<file path="src/rtl/elevator_ctrl.sv">
// Eight-floor elevator controller: latches button requests, owns the floor
// register and sequences MOVE/ARRIVE/DOOR from externally computed availability flags.
module elevator_ctrl #(
  parameter int unsigned TRAVEL_CYCLES = 8,
  parameter int unsigned DOOR_CYCLES   = 4
) (
  input  logic       clk,
  input  logic       rst_n,
  input  logic [7:0] btn,
  input  logic       up_available,
  input  logic       down_available,
  input  logic       up_available_open,
  input  logic       down_available_open,
  output logic [2:0] floor,
  output logic [7:0] floor_req,
  output logic       moving_up,
  output logic       moving_down,
  output logic       door_open,
  output logic       last_leg
);

  // Availability contract: the four *_available inputs are combinational
  // functions of floor and floor_req as registered here, so a change to either
  // register is reflected in the flags on the following cycle. No handshake.

  typedef enum logic [1:0] {
    IDLE   = 2'd0,
    MOVE   = 2'd1,
    ARRIVE = 2'd2,
    DOOR   = 2'd3
  } state_t;

  localparam logic [7:0] TRAVEL_LOAD = 8'(TRAVEL_CYCLES - 1);
  localparam logic [7:0] DOOR_LOAD   = 8'(DOOR_CYCLES - 1);

  state_t     state, state_nx;
  logic [2:0] floor_nx;
  logic       dir_up, dir_up_nx;
  logic [7:0] timer, timer_nx;
  logic       last_leg_nx;
  logic [7:0] clr;
  logic       at_top_guard;

  assign at_top_guard = dir_up ? (floor == 3'd7) : (floor == 3'd0);

  always_comb begin
    state_nx    = state;
    floor_nx    = floor;
    dir_up_nx   = dir_up;
    timer_nx    = timer;
    last_leg_nx = last_leg;
    case (state)
      IDLE: begin
        if (floor_req[floor]) begin
          state_nx = DOOR;
          timer_nx = DOOR_LOAD;
        end else if ((dir_up && up_available_open) ||
                     (!down_available_open && up_available_open)) begin
          state_nx    = MOVE;
          dir_up_nx   = 1'b1;
          timer_nx    = TRAVEL_LOAD;
          last_leg_nx = ~up_available;
        end else if (down_available_open) begin
          state_nx    = MOVE;
          dir_up_nx   = 1'b0;
          timer_nx    = TRAVEL_LOAD;
          last_leg_nx = ~down_available;
        end
      end
      MOVE: begin
        if (timer == 8'd0) begin
          // Travel off either end of the shaft is refused; drop back to IDLE.
          if (at_top_guard) begin
            state_nx    = IDLE;
            last_leg_nx = 1'b0;
          end else begin
            floor_nx = dir_up ? 3'(floor + 3'd1) : 3'(floor - 3'd1);
            state_nx = ARRIVE;
          end
        end else begin
          timer_nx = timer - 8'd1;
        end
      end
      ARRIVE: begin
        if (floor_req[floor]) begin
          state_nx    = DOOR;
          timer_nx    = DOOR_LOAD;
          last_leg_nx = 1'b0;
        end else if (dir_up ? up_available_open : down_available_open) begin
          state_nx    = MOVE;
          timer_nx    = TRAVEL_LOAD;
          last_leg_nx = dir_up ? ~up_available : ~down_available;
        end else begin
          state_nx    = IDLE;
          last_leg_nx = 1'b0;
        end
      end
      DOOR: begin
        // A press at this floor holds the door and is absorbed by clr below.
        if (btn[floor]) begin
          timer_nx = DOOR_LOAD;
        end else if (timer == 8'd0) begin
          state_nx = IDLE;
        end else begin
          timer_nx = timer - 8'd1;
        end
      end
      default: begin
        state_nx    = IDLE;
        last_leg_nx = 1'b0;
      end
    endcase
  end

  always_comb begin
    clr = 8'd0;
    if (state == DOOR || state_nx == DOOR) begin
      clr = 8'd1 << floor;
    end
  end

  always_ff @(posedge clk or negedge rst_n) begin
    if (!rst_n) begin
      state     <= IDLE;
      floor     <= 3'd0;
      floor_req <= 8'd0;
      dir_up    <= 1'b1;
      timer     <= 8'd0;
      last_leg  <= 1'b0;
    end else begin
      state     <= state_nx;
      floor     <= floor_nx;
      floor_req <= (floor_req | btn) & ~clr;
      dir_up    <= dir_up_nx;
      timer     <= timer_nx;
      last_leg  <= last_leg_nx;
    end
  end

  assign moving_up   = (state == MOVE) && dir_up;
  assign moving_down = (state == MOVE) && !dir_up;
  assign door_open   = (state == DOOR);

endmodule

</file>
<file path="config.mk">
export PLATFORM = sky130hd
export DESIGN_NAME = elevator_ctrl
export DESIGN_NICKNAME = d
export VERILOG_FILES = /design/src/rtl/elevator_ctrl.sv
export SDC_FILE = /design/constraint.sdc
export NUM_CORES = 1
export LEC_CHECK = 0
export BUFFER_PORTS_ARGS = -buffer_cell sky130_fd_sc_hd__buf_2
export CELL_PAD_IN_SITES_DETAIL_PLACEMENT = 1
export CELL_PAD_IN_SITES_GLOBAL_PLACEMENT = 1
export CORE_MARGIN = 2
export CORE_UTILIZATION = 42
export DETAILED_ROUTE_END_ITERATION = 8
export GPL_TIMING_DRIVEN = 1
export PLACE_DENSITY = 0.89
export SYNTH_ARGS = -nofsm -noshare
export SYNTH_HDL_FRONTEND = slang
export SYNTH_SLANG_ARGS = --single-unit
</file>
<file path="constraint.sdc">
create_clock -name clk -period 2.3 [get_ports clk]
set_input_delay 0.23 -clock clk [delete_from_list [all_inputs] [get_ports clk]]
set_output_delay 0.23 -clock clk [all_outputs]
set_load 0.1 [all_outputs]
</file>
==> results.cfg <==
[status]
status = completed

[cts]
clock_latency_ns = 0.27
cts_tree = yes
htreeDepth = 1
cts_root_buffer = clkbuf_8
cts_buffers = 3
cts_sinks = 23
clk_path_buf_depth = 2
clk_pin_slew_ns = 0.09

[grt]
track_usage = 0.2268
antenna_found_initial = 0
grt_max_degree = 24
grt_pass1_vias = 1503
grt_overflow_total = 0
grt_first_pass_wirelength_um = 7624

[logic_synthesis]
ys_types = 50
netlist_instances = 182
yosysMostFrequentCell = dfrtp_1
syn-cell-area_mm2 = 0.001648
synth_seq_area_share = 0.3500
synth.area.top_cells = dfrtp_1 33%, mux2_2 6.8%, a21oi_1 5.5%
synth_seq_cells = 23
synth_commonest_cells = 22 x dfrtp_1, 18 x a21oi_1, 13 x o22ai_1
yosysWarnings = 0
synth_top_area_share = 0.3341
syn_area_per_cell_um2 = 9.054
ys_async_sr_fraction = 1.000
synth_nets = 204
ys.flop_type = dfrtp_1
yosys.area.top_type = dfrtp_1
synth_edf_count = 0

[timing]
finalCritPeriodShare = 0.9699
fin_worst_skew_ns = 0.006012
hold_viol_final = 0
max-slew-margin-rel = 0.5868
drv_slew = 0
worstMarginPinSlew_ns = 0.6142
layout_setup_ws_ns = 0.06916
fin_crit_ns = 2.231
finalSetupViolCount = 0
max_freq_mhz = 448.3

[finish]
fillers = 442
finish.utilization = 0.5330
final_nets = 238
syn2layout_area_growth_pct = 20.20
instances_no_fill = 263
drive_gt1_frac = 0.3163
num_antenna_cells = 0

[worst_setup_path]
setup.reg_to_reg.worst_slack_ns = 0.07
end_kind = flip-flop
regToRegStartpoint = timer[4]$_DFFE_PN0P_
crit_path_max_fanout = 9
timing.rr.end = floor_req[3]$_DFF_PN0_
required_ns = 2.49
worstPathArrival_ns = 2.42
cp-start-kind = flip-flop
reg2reg_depth = 6
crit_type = flip-flop to flip-flop

[place]
dp.cells = 256
hpwl_um = 3303
place_congestion = 0.8242
port_buffers = 28
preCtsSetupSlack_ns = -0.006485

[drt]
avgViaCountPerCell = 6.023
wl_per_cell_um = 18.27
drc_errors = 0
first_pass_iters = 4
drtAntennaViolNets = 0
dr.first_iter.drc_count = 80
routed_wirelength_um = 4804
vias = 1584

[floorplanning]
start_util = 0.4434
dieArea_mm2 = 0.004440
die-width_um = 66.64
core-area_mm2 = 0.003716
rows = 22
io_pins = 29
fp.dieH_um = 66.64

[min_path]
min_from = btn[6]
hold_depth = 3
hold_path_class = input pin to flip-flop
whs_endpoint = floor_req[6]$_DFF_PN0_

[job]
drv_cap = 0
how the worst max path moves through the flow:
stage                     slack [ns]                 start                endpoint
final                           0.07  timer[4]$_DFFE_PN0P_  floor_req[3]$_DFF_PN0_
after global placement          0.06  floor[1]$_DFFE_PN0P_    timer[2]$_DFFE_PN0P_
after floorplan                 0.03  floor[0]$_DFFE_PN0P_  floor_req[0]$_DFF_PN0_
after CTS                      0.005  floor[1]$_DFFE_PN0P_  floor_req[6]$_DFF_PN0_
after detailed placement      -0.006  floor[1]$_DFFE_PN0P_  floor_req[6]$_DFF_PN0_
after global routing           -0.02  timer[4]$_DFFE_PN0P_  floor_req[3]$_DFF_PN0_
cell type report:
class	count	area (µm²)	area share
clock buffer	4	45.04	0.02274
inverter	11	41.29	0.02085
multi-input combinational	142	1044	0.5268
sequential	23	583.1	0.2944
tap	48	60.06	0.03032
timing repair buffer	35	207.7	0.1049
repair_timing:
item	4_1_cts	5_1_grt
gates resized for setup	1	6
pin swaps	0	1
endpoints found under the setup margin	11	16
endpoints found under the hold margin	22	0
setup buffers	0	2
hold buffers	1	0
layout by cell type (no fill, tap or decap), types with 3 or more instances in the layout:
master,n
buf_2,28
dfrtp_1,19
a21oi_1,17
inv_1,11
o22ai_1,11
mux2_2,10
nor2_1,10
nor3_1,8
o21ai_0,8
nand2_1,7
nand2b_1,5
nor3b_1,5
nand3_1,5
ha_1,5
buf_4,4
nor2_2,3
nor2b_1,3
clkbuf_8,3
sequential cells by signal (all words and copies together), names as in the netlist:
register	count
last_leg	1
floor_req	8
state	2
timer	8
dir_up	1
floor	3
cell families (layout without fill, tap and decap cells):
| group | count (synthesis) | after routing | synth area share |
|---|---|---|---|
| buf+inv | 17 | 50 | 0.04024 |
| flops | 23 | 23 | 0.3500 |
| simple gates | 60 | 60 | 0.2134 |
| mux | 11 | 11 | 0.07441 |
| xor+xnor | 3 | 3 | 0.01595 |
| fa+ha+maj | 8 | 8 | 0.06530 |
| compound gates | 60 | 60 | 0.2407 |
metal layers:
layer | share of wire | routed length, µm | vias up | track usage
met5 | 0 | 0 | - | 0
met4 | 0.018 | 87 | 0 | 0.07143
met3 | 0.039 | 188 | 9 | 0.03547
met2 | 0.49 | 2330 | 45 | 0.3688
met1 | 0.46 | 2197 | 786 | 0.3075
li1 | - | - | 744 | -
stage by stage:
step            TNS (ns)  instance area, µm²  hold slack [ns]
4_1_cts                0                1928           0.2711
3_3_place_gp           0                1867           0.2453
6_report               0                1981           0.2752
3_5_place_dp   -0.006485                1867           0.2470
2_1_floorplan          0                1664         -0.06559
5_1_grt         -0.01980                1981           0.2937
critical path, stage by stage, from the launching register on:
cell,delay [ns]
dfrtp_1,0.44
or3_4,0.43
nor4_4,0.37
nor2_1,0.17
nor4b_2,0.37
o21ai_4,0.17
a21oi_1,0.19
Power is not shown: default switching activity piles up to over one toggle a cycle in this logic, so the estimate is an artifact.
